==> config.mk <==
export PLATFORM = sky130hd
export DESIGN_NAME = uart_autobaud
export DESIGN_NICKNAME = d
export VERILOG_FILES = /design/src/rtl/uart_autobaud.sv
export SDC_FILE = /design/constraint.sdc
export NUM_CORES = 1
export LEC_CHECK = 0
export CELL_PAD_IN_SITES_DETAIL_PLACEMENT = 0
export CELL_PAD_IN_SITES_GLOBAL_PLACEMENT = 1
export CORE_MARGIN = 2
export CORE_UTILIZATION = 50
export CTS_CLUSTER_DIAMETER = 150
export DETAILED_ROUTE_END_ITERATION = 16
export PLACE_DENSITY = 0.91
export RECOVER_POWER = 100
export SLEW_MARGIN = 30
export SYNTH_ARGS = -nofsm -noshare
export SYNTH_HDL_FRONTEND = slang
export SYNTH_SLANG_ARGS = --single-unit
export TNS_END_PERCENT = 30
==> constraint.sdc <==
create_clock -name i_clk -period 22.8 [get_ports i_clk]
set_clock_uncertainty 0.2 [all_clocks]
set_input_delay 3.42 -clock i_clk [delete_from_list [all_inputs] [get_ports i_clk]]
set_output_delay 3.42 -clock i_clk [all_outputs]
set_load 0.005 [all_outputs]
==> src/rtl/uart_autobaud.sv <==
// Auto-baud controller: measures a 0x55 sync character on the gated RX line and
// drives the uart_rx bit length with the rounded period, else passes the software value.
module uart_autobaud #(
    parameter int CNT_W       = 24,
    parameter int MIN_BIT_CYC = 4
) (
    input  logic        i_clk,
    input  logic        i_nrst,
    input  logic        i_enable,
    input  logic        i_rx,
    input  logic [31:0] i_sw_bit_length,
    output logic        o_rx_core,
    output logic [31:0] o_bit_length,
    output logic        o_busy,
    output logic        o_locked,
    output logic        o_done,
    output logic        o_error
);

    typedef enum logic [2:0] {
        S_IDLE,
        S_WAIT_START,
        S_MEASURE,
        S_CALC,
        S_RELEASE,
        S_ERROR
    } state_t;

    localparam logic [CNT_W-1:0] CNT_MAX = '1;

    state_t           r_state;
    state_t           w_next;
    logic             r_rx_q;
    logic             r_en_q;
    logic [CNT_W-1:0] r_total;
    logic [CNT_W-1:0] r_seg;
    logic [CNT_W-1:0] r_s0;
    logic [CNT_W-1:0] r_T;
    logic [CNT_W-1:0] r_period;
    logic [CNT_W-1:0] r_rel_cnt;
    logic [CNT_W-1:0] r_measured;
    logic [2:0]       r_edges;
    logic             r_locked;
    logic             r_error;
    logic             r_done;

    logic             w_fe;
    logic             w_en_rise;
    logic [CNT_W-1:0] w_seg_inc;
    logic [CNT_W-1:0] w_p;
    logic             w_tol_err;
    logic             w_rel_ok;
    logic             w_success;

    // Eight bit times were measured, so divide by 8 with round-to-nearest.
    function automatic logic [CNT_W-1:0] round_div8(input logic [CNT_W-1:0] t);
        logic [CNT_W:0] sum;
        sum = {1'b0, t} + (CNT_W+1)'(4);
        return CNT_W'(sum >> 3);
    endfunction

    function automatic logic out_of_tol(input logic [CNT_W-1:0] iv,
                                        input logic [CNT_W-1:0] s0);
        logic [CNT_W-1:0] diff;
        diff = (iv >= s0) ? (iv - s0) : (s0 - iv);
        return diff > (s0 >> 2);
    endfunction

    assign w_fe      = r_rx_q & ~i_rx;
    assign w_en_rise = i_enable & ~r_en_q;
    assign w_seg_inc = r_seg + CNT_W'(1);
    assign w_p       = round_div8(r_T);
    // Edges 3..5 are compared against the first interval; r_edges is the pre-increment count.
    assign w_tol_err = (r_edges >= 3'd2) && out_of_tol(w_seg_inc, r_s0);
    assign w_rel_ok  = i_rx && (r_rel_cnt == r_period - CNT_W'(1));
    assign w_success = (r_state == S_RELEASE) && i_enable && (r_total != CNT_MAX) && w_rel_ok;

    always_comb begin
        w_next = r_state;
        case (r_state)
            S_IDLE:       if (w_en_rise) w_next = S_WAIT_START;
            S_WAIT_START: if (w_fe) w_next = S_MEASURE;
            S_MEASURE: begin
                if (r_total == CNT_MAX)              w_next = S_ERROR;
                else if (w_fe && w_tol_err)          w_next = S_ERROR;
                else if (w_fe && r_edges == 3'd4)    w_next = S_CALC;
            end
            S_CALC: begin
                if (w_p < CNT_W'(MIN_BIT_CYC)) w_next = S_ERROR;
                else                           w_next = S_RELEASE;
            end
            S_RELEASE: begin
                if (r_total == CNT_MAX) w_next = S_ERROR;
                else if (w_rel_ok)      w_next = S_IDLE;
            end
            S_ERROR:      w_next = S_IDLE;
            default:      w_next = S_IDLE;
        endcase
        if (r_state != S_IDLE && !i_enable) w_next = S_IDLE;
    end

    always_ff @(posedge i_clk or negedge i_nrst) begin
        if (!i_nrst) begin
            r_state    <= S_IDLE;
            r_rx_q     <= 1'b1;
            r_en_q     <= 1'b0;
            r_total    <= '0;
            r_seg      <= '0;
            r_s0       <= '0;
            r_T        <= '0;
            r_period   <= '0;
            r_rel_cnt  <= '0;
            r_measured <= '0;
            r_edges    <= '0;
            r_locked   <= 1'b0;
            r_error    <= 1'b0;
            r_done     <= 1'b0;
        end else begin
            r_state <= w_next;
            r_rx_q  <= i_rx;
            r_en_q  <= i_enable;
            r_done  <= w_success || (w_next == S_ERROR);
            case (r_state)
                S_IDLE: begin
                    if (w_next == S_WAIT_START) begin
                        r_locked <= 1'b0;
                        r_error  <= 1'b0;
                    end
                end
                S_WAIT_START: begin
                    if (w_fe) begin
                        r_total <= '0;
                        r_seg   <= '0;
                        r_edges <= 3'd1;
                    end
                end
                S_MEASURE: begin
                    r_total <= r_total + CNT_W'(1);
                    r_seg   <= w_seg_inc;
                    if (w_fe) begin
                        r_edges <= r_edges + 3'd1;
                        r_seg   <= '0;
                        if (r_edges == 3'd1) r_s0 <= w_seg_inc;
                        if (r_edges == 3'd4) r_T  <= r_total + CNT_W'(1);
                    end
                end
                S_CALC: begin
                    r_period  <= w_p;
                    r_total   <= '0;
                    r_rel_cnt <= '0;
                    if (w_next == S_RELEASE) begin
                        r_measured <= w_p - CNT_W'(1);
                        r_locked   <= 1'b1;
                    end
                end
                S_RELEASE: begin
                    // r_total doubles as the stuck-low watchdog while waiting for the stop bit.
                    r_total   <= r_total + CNT_W'(1);
                    r_rel_cnt <= i_rx ? (r_rel_cnt + CNT_W'(1)) : '0;
                end
                default: ;
            endcase
            if (w_next == S_ERROR) begin
                r_error  <= 1'b1;
                r_locked <= 1'b0;
            end
            if (r_state != S_IDLE && !i_enable) r_locked <= 1'b0;
        end
    end

    assign o_busy       = (r_state != S_IDLE);
    assign o_rx_core    = o_busy ? 1'b1 : i_rx;
    assign o_bit_length = r_locked ? 32'(r_measured) : i_sw_bit_length;
    assign o_locked     = r_locked;
    assign o_done       = r_done;
    assign o_error      = r_error;

endmodule

# Word-level counts from Yosys, hierarchy flattened
# Index checks and enable logic that the tools add are counted.
[totals]
regBits = 177
inputBits = 36
output_inout_bits = 37
word_cells = 103
[classes]
add_sub_neg = 9
n_lt_le_gt_ge = 4
eq_ne = 16
n_mux = 29
n_bitwise = 4
n_reduce_logical = 27
[ops]
columns = ["cell", "n"]
rows = [
  ["$mux W24", 4],
  ["$pmux W24 S2", 2],
  ["$add A24 B1 Y24 const B", 3],
  ["$pmux W24 S3", 1],
  ["$sub A24 B24 Y24", 2],
  ["$sub A22 B1 Y23 const B", 2],
  ["$mux W32", 1],
  ["$mux W3", 10],
  ["$add A24 B3 Y25 const B", 1],
  ["$eq A24 B24 Y1", 1],
  ["$eq A24 B24 Y1 const B", 1],
  ["$ge A24 B24 Y1", 1],
  ["$gt A24 B22 Y1", 1],
  ["$ne A24 B24 Y1 const B", 1],
  ["$lt A22 B3 Y1 const B", 1],
  ["$pmux W3 S5", 1],
  ["$eq A3 B3 Y1 const B", 4],
  ["$reduce_and A3 Y1", 4],
  ["$eq A3 B1 Y1 const B", 3],
  ["$logic_and A1 B1 Y1", 8],
  ["$mux W1", 8],
  ["$ne A4 B4 Y1 const B", 2],
  ["$reduce_and A2 Y1", 4],
  ["$reduce_bool A2 Y1", 4],
  ["14 further kinds", 19],
]

# Logic depth before layout (Yosys ltp)
# Gate-level depths: netlist of run 1.
[logic_depth]
word_depth = 15
depth_mapped = 33
mapped_depth_nobuf = 31

# Least setup slack after synthesis of run 1
# Ideal clock, no wire load.
[synth_timing]
path_type = "input to output"
start = "input port i_sw_bit_length[0]"
end = "output port o_bit_length[0]"
arrival_time_ns = 3.672
required_ns = 19.180
setup_slack_ns = 15.508
path_stages = 1
path_buffers = 0
path_cell_list = "mux2_2"
[synth_between]
elab_chain_len = 1
[synth_lines]
columns = ["item", "line", "rtl"]
rows = [
  ["from (decl)", "11", "input logic [31:0] i_sw_bit_length,"],
  ["$mux W32", "173", "assign o_bit_length = r_locked ? 32'(r_measured) : i_sw_bit_length;"],
  ["to (decl)", "13", "output logic [31:0] o_bit_length,"],
]
# Every way passes these cells.

# Final worst setup path of run 1
[layout_timing]
start = "register r_seg[0]"
end = "register r_measured[21]"
[layout_between]
elab_chain_len = 12
elab_cells_between_ends = 14
cone_classes = "add/sub (3); order compare (2); eq/ne (1); mux (5); reduce/logical (3)"
[layout_lines]
columns = ["item", "line", "rtl"]
rows = [
  ["from (decl)", "36", "logic [CNT_W-1:0] r_seg;"],
  ["from (signal assigned)", "139", "r_seg <= w_seg_inc;"],
  ["$add A24 B1 Y24 (*)", "71", "assign w_seg_inc = r_seg + CNT_W'(1);"],
  ["named net w_seg_inc[22]", "49", "logic [CNT_W-1:0] w_seg_inc;"],
  ["$sub A24 B24 Y24 or $ge A24 B24 Y1 (tied branches)", "65", "diff = (iv >= s0) ? (iv - s0) : (s0 - iv);"],
  ["$mux W24 (*)", "65", ""],
  ["$gt A24 B22 Y1 (*)", "66", "return diff > (s0 >> 2);"],
  ["$logic_and A1 B1 Y1 (*)", "74", "assign w_tol_err = (r_edges >= 3'd2) && out_of_tol(w_seg_inc, r_s0);"],
  ["$logic_and A1 B1 Y1 (*)", "85", "else if (w_fe && w_tol_err) w_next = S_ERROR;"],
  ["$mux W3 (*)", "85", ""],
  ["$mux W3 (*)", "84", "if (r_total == CNT_MAX) w_next = S_ERROR;"],
  ["$pmux W3 S5 (*)", "80", "case (r_state)"],
  ["$mux W3 (*)", "99", "if (r_state != S_IDLE && !i_enable) w_next = S_IDLE;"],
  ["$eq A3 B3 Y1 (*)", "151", "if (w_next == S_RELEASE) begin"],
  ["$reduce_and A2 Y1 (no source line) (*)", "n/a", ""],
  ["to (signal assigned)", "152", "r_measured <= w_p - CNT_W'(1);"],
  ["to (decl)", "41", "logic [CNT_W-1:0] r_measured;"],
]
# Mark *: on every way through the listed nets, which the timed path passes. The rest lies on a longest branch.
# A chain may end at the register's enable or synchronous reset.

==> results by group, run 1 <==
Clock tree
  • Cts repair resizes: 0
  • CTS Buf Count: 17
  • Root Driver: clkbuf_16
  • CTS H-tree lvls: 4
  • Hold_buf cts: 0
  • Setup Fix Bufs, Post-CTS: 0
  • Clock sinks: 174
  • CTS clock-pin slew for the worst setup and hold paths: 0.07 ns
  • CTS tree: yes
  • Clk Latency, worst-skew pair: 0.43 ns
  • Longest Clk Path Bufs: 2

Floorplan
  • # IOs: 73
  • Total die area: 0.02748 mm2
  • Starting Density: 0.5050
  • Die Y: 165.8 um
  • Placeable Area: 0.02591 mm2
  • Row cnt: 59
  • Die X: 165.8 um

Setup path
  • Max incr delay on CP: 1.28 ns
  • Worst R2R Setup Slack: 12.05 ns
  • Worst EP arrival: 10.86 ns
  • Startpoint types: flip-flop
  • Worst Path Required: 22.91 ns
  • CP Class: reg -> reg
  • CP endpoint kind: flip-flop
  • Slowest-stage cell, CP: o21ai_0
  • Max Fanout on Critical Path: 34
  • Worst r2r path cells: 30
  • FF-to-FF End: r_measured[21]$_DFFE_PN0P_
  • RR Startpoint: r_seg[0]$_DFFE_PN0P_

Logic synthesis
  • Count of unique library cells instantiated by Yosys: 71
  • Async set-reset flop share out of synthesis: 1.000
  • Cell taking the most area after synthesis: dfrtp_1
  • Synth Instances: 1,584
  • Sequential area share after synthesis: 0.3328
  • Post-Syn Area per Cell: 8.262 um2
  • Yosys warns: 0
  • Most used flip-flop cell after synthesis: dfrtp_1
  • Post-synth EDFFs: 0
  • Area contributors post-synth: dfrtp_1 (33%), ha_1 (7.6%), o21ai_0 (6.8%)
  • Area of the mapped netlist: 0.01309 mm2
  • Register bit total from synthesis: 174
  • Post-synthesis net count: 1,701
  • Top cell type's share of synthesized area: 0.3308

Routing
  • DRT antenna net count: 0
  • Routed via count: 11,250
  • Wirelength, routed: 33.33 mm
  • Per-cell routed wire length: 17.16 um
  • Via/cell ratio: 5.791
  • Router iterations before antenna repair: 5
  • Initial drt markers: 1,115
  • DRC viols: 0

Global route
  • Global route total overflow: 0
  • GRT Total Usage: 0.2427
  • Initial antenna violation count: 1
  • Vias in the first global route: 10,400
  • Largest net degree at the start of global routing: 64
  • First-pass GRT wire length: 55.21 mm

Timing
  • Final Hold Viols: 0
  • Final setup viols: 0
  • Crit share post-route: 0.4716
  • Slew margin rel.: -1.204
  • Max Freq: 92.99 MHz
  • Total negative slack: 0 ns
  • RSZ-0062 raised after global routing: false
  • Max-slew violations: 354
  • Minimum clock period: 10.75 ns
  • Actual slew at the worst max-slew pin: 3.307 ns

Power
  • Max VDD drop: 0.04902 mV
  • Leakage: 6.616 nW
  • Pwr Density: 67.72 mW/mm2

Min path
  • WHS Path Cells: 1
  • Hold wc startpoint: r_measured[3]$_DFFE_PN0P_
  • Hold Crit Class: reg -> reg
  • Hold EP: r_measured[3]$_DFFE_PN0P_

Placed design
  • Post-detail-place hpwl: 25.03 mm
  • Placed cells: 1,910
  • Final Wtd Congestion: 0.9561
  • IO buf count: 72

Cells and area
  • Nets: 1,712
  • Fillers: 2,360
  • Area grow syn2layout: 10.78%
  • Fraction of layout cells with a size suffix above 1: 0.05230
  • Most common cell after layout, fill and taps aside: o21ai_0
  • Layout Cells excl Fill: 1,942
  • Most frequent cells in the layout: o21ai_0 (180), dfrtp_1 (173), nand2_1 (171)

Run status
  • Violated checks: capacitance limit, slew limit
  • Status: finished, violations left

Run
  • Max-cap violations: 8
==> stage by stage <==
| step | power, mW | instance area [um2] | hold WS [ns] | setup WS, ns | util |
|---|---|---|---|---|---|
| floorplan | 0.5742 | 13090 | 0.2539 | 15.51 | - |
| global placement | 0.6647 | 13950 | 0.2870 | 14.37 | 0.5382 |
| detailed placement | 0.6707 | 13950 | 0.2809 | 14.38 | 0.5382 |
| CTS | 0.9895 | 14580 | 0.2964 | 14.27 | 0.5627 |
| global route | 1.043 | 14490 | 0.3332 | 11.14 | 0.5594 |
| finish | 0.9816 | 14500 | 0.2953 | 12.05 | 0.5595 |
==> kinds of logic after synthesis <==
family                     synth area share
xor gates and xnor gates             0.1004
buffers and inverters               0.05000
and+or+nand+nor                      0.1959
DFF                                  0.3328
AOI/OAI and AO/OA                    0.1844
adders and majority gates           0.07859
muxes                               0.05784
==> area by class of cell <==
| type | instances | area, um2 | share of cell area |
|---|---|---|---|
| well taps | 335 | 419.2 | 0.02891 |
| clock buffers | 19 | 452.9 | 0.03124 |
| clock inverters | 11 | 180.2 | 0.01243 |
| flip-flops and latches | 174 | 4355 | 0.3004 |
| inverters | 80 | 300.3 | 0.02071 |
| diodes | 1 | 2.502 | 0.0001726 |
| multi-input cells | 1240 | 8026 | 0.5537 |
| repair buffers | 82 | 759.5 | 0.05239 |
==> state kept, by name, indices dropped and copies added (netlist names), 3 cells and up <==
name and flops:
r_period 22, r_state 3, r_rel_cnt 24, r_seg 24
r_s0 24, r_edges 3, r_measured 23, r_total 24
r_T 22
==> critical path, delay by kind of cell (launching register included) <==
family | cells | cell delay [ns]
AO/OA/AOI/OAI | 6 | 2.91
XOR/XNOR | 2 | 0.46
buffers and inverters | 3 | 2.03
adder cells (fa/ha/maj) | 3 | 0.89
AND/OR/NAND/NOR | 13 | 2.52
multiplexers | 3 | 1.15
flip-flops | 1 | 0.44
==> layer usage <==
metal  up-vias  GRT usage  routed length, um
met5         -          0                  0
met4         0    0.05444                543
met3        39    0.03432               1652
met2       290     0.3637              14800
met1      5368     0.3718              16340
li1       5550          -                  -
==> worst max-delay path by stage <==
stage	endpoint	depth (start not counted)	startpoint	slack, ns
2_1_floorplan	o_bit_length[0]	1	i_sw_bit_length[0]	15.51
3_3_place_gp	o_rx_core	3	i_rx	14.37
3_5_place_dp	r_measured[0]$_DFFE_PN0P_	29	r_seg[0]$_DFFE_PN0P_	14.38
4_1_cts	r_measured[2]$_DFFE_PN0P_	29	r_seg[0]$_DFFE_PN0P_	14.27
5_1_grt	r_measured[21]$_DFFE_PN0P_	30	r_seg[0]$_DFFE_PN0P_	11.14
6_report	r_measured[21]$_DFFE_PN0P_	30	r_seg[0]$_DFFE_PN0P_	12.05
==> power breakdown <==
group | leakage [nW] | internal [mW] | switching [mW]
logic | 3.94 | 0.125 | 0.174
registers | 2.37 | 0.331 | 0.0340
clock network | 0.300 | 0.190 | 0.127
total | 6.62 | 0.646 | 0.335
==> synth_stat cells, drive strengths merged (30+ instances only) <==
cell and n:
o21ai 180, dfrtp 173, nand2 172, nor2 125, a21oi 111, xnor2 86
clkbuf 83, inv 80, ha 79, xor2 64, nand3 56, mux2 50
and3 37, nand4 30
Note: power is estimated with default switching activity, not from simulation.
==> run 2, diff against run 1 <==
--- a/config.mk
+++ b/config.mk
@@ -8,10 +8,10 @@
 export CELL_PAD_IN_SITES_DETAIL_PLACEMENT = 0
 export CELL_PAD_IN_SITES_GLOBAL_PLACEMENT = 1
 export CORE_MARGIN = 2
-export CORE_UTILIZATION = 50
+export CORE_UTILIZATION = 42
 export CTS_CLUSTER_DIAMETER = 150
 export DETAILED_ROUTE_END_ITERATION = 16
-export PLACE_DENSITY = 0.91
+export PLACE_DENSITY = 0.82
 export RECOVER_POWER = 100
 export SLEW_MARGIN = 30
 export SYNTH_ARGS = -nofsm -noshare
==> constraint.sdc (replaced) <==
create_clock -name i_clk -period 9.2 [get_ports i_clk]
set_clock_uncertainty 0.2 [all_clocks]
set_input_delay 1.38 -clock i_clk [delete_from_list [all_inputs] [get_ports i_clk]]
set_output_delay 1.38 -clock i_clk [all_outputs]
set_load 0.005 [all_outputs]
==> results by group, run 2 (synthesis gave the netlist of run 1 again) <==
Clock tree
  • Setup Fix Bufs, Post-CTS: 0 (unchanged)
  • CTS tree: yes
  • CTS H-tree lvls: 4 (unchanged)
  • Hold_buf cts: 0 (unchanged)
  • Cts repair resizes: 0 (unchanged)
  • CTS Buf Count: 17 (unchanged)
  • Clk Latency, worst-skew pair: 0.44 ns (about the same)
  • Root Driver: clkbuf_16
  • CTS clock-pin slew for the worst setup and hold paths: 0.08 ns (about the same)
  • Longest Clk Path Bufs: 2 (unchanged)
  • Clock sinks: 174 (unchanged)

Run status
  • Status: finished, violations left
  • Violated checks: capacitance limit, slew limit

Min path
  • Hold Crit Class: reg -> reg

Global route
  • Largest net degree at the start of global routing: 65 (+1.6%)
  • Global route total overflow: 0 (unchanged)
  • Vias in the first global route: 10,410 (+0.058%)
  • GRT Total Usage: 0.2121 (-0.03068)
  • First-pass GRT wire length: 56.54 mm (+2.4%)
  • Initial antenna violation count: 0 (-1)

Setup path
  • Slowest-stage cell, CP: a211oi_1
  • Worst Path Required: 9.31 ns (-13.60 ns)
  • Crit path max-delay family: simple AND/OR/NAND/NOR gates
  • Startpoint types: flip-flop
  • Max incr delay on CP: 0.50 ns (-0.78 ns)
  • Buf/Inv on CP: 4 (+1)
  • Worst EP arrival: 8.27 ns (-2.59 ns)
  • CP endpoint kind: flip-flop
  • CP Class: reg -> reg
  • Max Fanout on Critical Path: 23 (-32%)

Cells and area
  • Nets: 1,711 (-0.058%)
  • Most common cell after layout, fill and taps aside: o21ai_0
  • Fraction of layout cells with a size suffix above 1: 0.05476 (+0.002457)
  • # diodes: 0 (-1)
  • Layout Cells excl Fill: 2,003 (+3.1%)
  • Most frequent cells in the layout: o21ai_0 (179), dfrtp_1 (173), nand2_1 (171)
  • Area grow syn2layout: 11.10%
  • Fillers: 2,995 (+27%)
  • Post-route cell area: 0.01454 mm2 (+0.29%)

Floorplan
  • Die X: 180.5 um (+8.9%)
  • Starting Density: 0.4267 (-0.07836)
  • Total die area: 0.03259 mm2 (+19%)
  • Die Y: 180.5 um (+8.9%)
  • Row cnt: 64 (+8.5%)
  • Placeable Area: 0.03067 mm2 (+18%)
  • # IOs: 73 (unchanged)

Timing
  • Crit share post-route: 0.8877 (+0.4161)
  • Final Hold Viols: 0 (unchanged)
  • Max Freq: 122.4 MHz (+32%)
  • Final setup viols: 0 (unchanged)
  • Minimum clock period: 8.167 ns (-2.587 ns)
  • Total negative slack: 0 ns (unchanged)
  • Slew margin rel.: -1.256 (-0.05202)
  • Max-slew violations: 297 (-16%)
  • Actual slew at the worst max-slew pin: 3.385 ns (+0.07804 ns)
  • RSZ-0062 raised after global routing: false

Placed design
  • IO buf count: 72 (unchanged)
  • Final Wtd Congestion: 0.9003 (-5.8%)
  • Placed cells: 1,971 (+3.2%)
  • Placed cell areas: 0.01403 mm2 (+0.58%)
  • Post-detail-place hpwl: 26.33 mm (+5.2%)

Power
  • Max VDD drop: 0.1742 mV (+260%)
  • Leakage: 6.606 nW (-0.15%)
  • Pwr Density: 166.1 mW/mm2 (+150%)
  • Total Power: 2.415 mW (+150%)

Routing
  • Initial drt markers: 794 (-29%)
  • Routed via count: 11,260 (+0.098%)
  • Via/cell ratio: 5.621 (-3.0%)
  • Wirelength, routed: 34.72 mm (+4.2%)
  • DRT antenna net count: 0 (unchanged)
  • DRC viols: 0 (unchanged)
  • Per-cell routed wire length: 17.33 um (+0.99%)
  • Router iterations before antenna repair: 5 (unchanged)

Run
  • Max-cap violations: 6 (-2)
[run 2: cell types whose count changed in the layout (fill, tap and decap cells not counted), sizes merged, moves of 2 or more]
cell      delta
inv          +2
bufinv       -3
clkinvlp     -2
clkinv       +5
buf          +3
clkbuf       -4
[run 2: worst reg2reg max path: cells and delay by family (launching register included)]
family	cells	cell delay, ns
AOI/OAI and AO/OA	7	1.82
xor gates and xnor gates	2	0.34
adders and majority gates	3	0.98
buffers and inverters	4	0.76
DFF	1	0.44
muxes	2	0.49
and+or+nand+nor	15	3.00
[run 2: final cells by class]
| class | instances | area [um2] | share of cell area |
|---|---|---|---|
| multi-input cells | 1240 | 8020 | 0.5516 |
| flip-flops and latches | 174 | 4355 | 0.2996 |
| repair buffers | 81 | 768.2 | 0.05284 |
| well taps | 396 | 495.5 | 0.03408 |
| clock buffers | 19 | 452.9 | 0.03115 |
| inverters | 80 | 300.3 | 0.02065 |
| clock inverters | 13 | 146.4 | 0.01007 |
[run 2: metal layers]
layer  GRT usage  share of wire  vias to the layer above
li1            -              -                     5542
met1      0.3237           0.51                     5448
met2      0.3208           0.44                      238
met3     0.02688          0.040                       30
met4     0.04323          0.012                        0
met5           0              0                        -
[run 2: report_power, final]
part	switching, mW	leakage (nW)	internal [mW]	total [mW]
clock	0.353	0.292	0.400	0.753
combinational	0.445	3.94	0.311	0.756
sequential	0.0869	2.37	0.820	0.907
[run 2: metrics by stage]
step                setup WS (ns)  hold slack, ns    util
detailed placement          1.077          0.2795  0.4574
CTS                         1.016          0.2977  0.4769
finish                      1.033          0.3014  0.4741
global route               0.3583          0.3337  0.4741
floorplan                   2.017          0.2539       -
global placement            1.191          0.2700  0.4574
[run 2: path summary, 6_finish.rpt]
| kind | endpoint | cells after the start | from | slack [ns] |
|---|---|---|---|---|
| setup / recovery | r_measured[10]$_DFFE_PN0P_ | 33 | r_seg[0]$_DFFE_PN0P_ | 1.03 |
| hold reg to reg | r_measured[18]$_DFFE_PN0P_ | 1 | r_measured[18]$_DFFE_PN0P_ | 0.30 |
| max in group asynchronous | r_total[0]$_DFFE_PN0P_ | 3 | i_nrst | 1.82 |
| min in group asynchronous | r_rel_cnt[22]$_DFFE_PN0P_ | 1 | i_nrst | 1.70 |
| hold / removal | r_measured[18]$_DFFE_PN0P_ | 1 | r_measured[18]$_DFFE_PN0P_ | 0.30 |
| setup reg to reg | r_measured[10]$_DFFE_PN0P_ | 33 | r_seg[0]$_DFFE_PN0P_ | 1.03 |
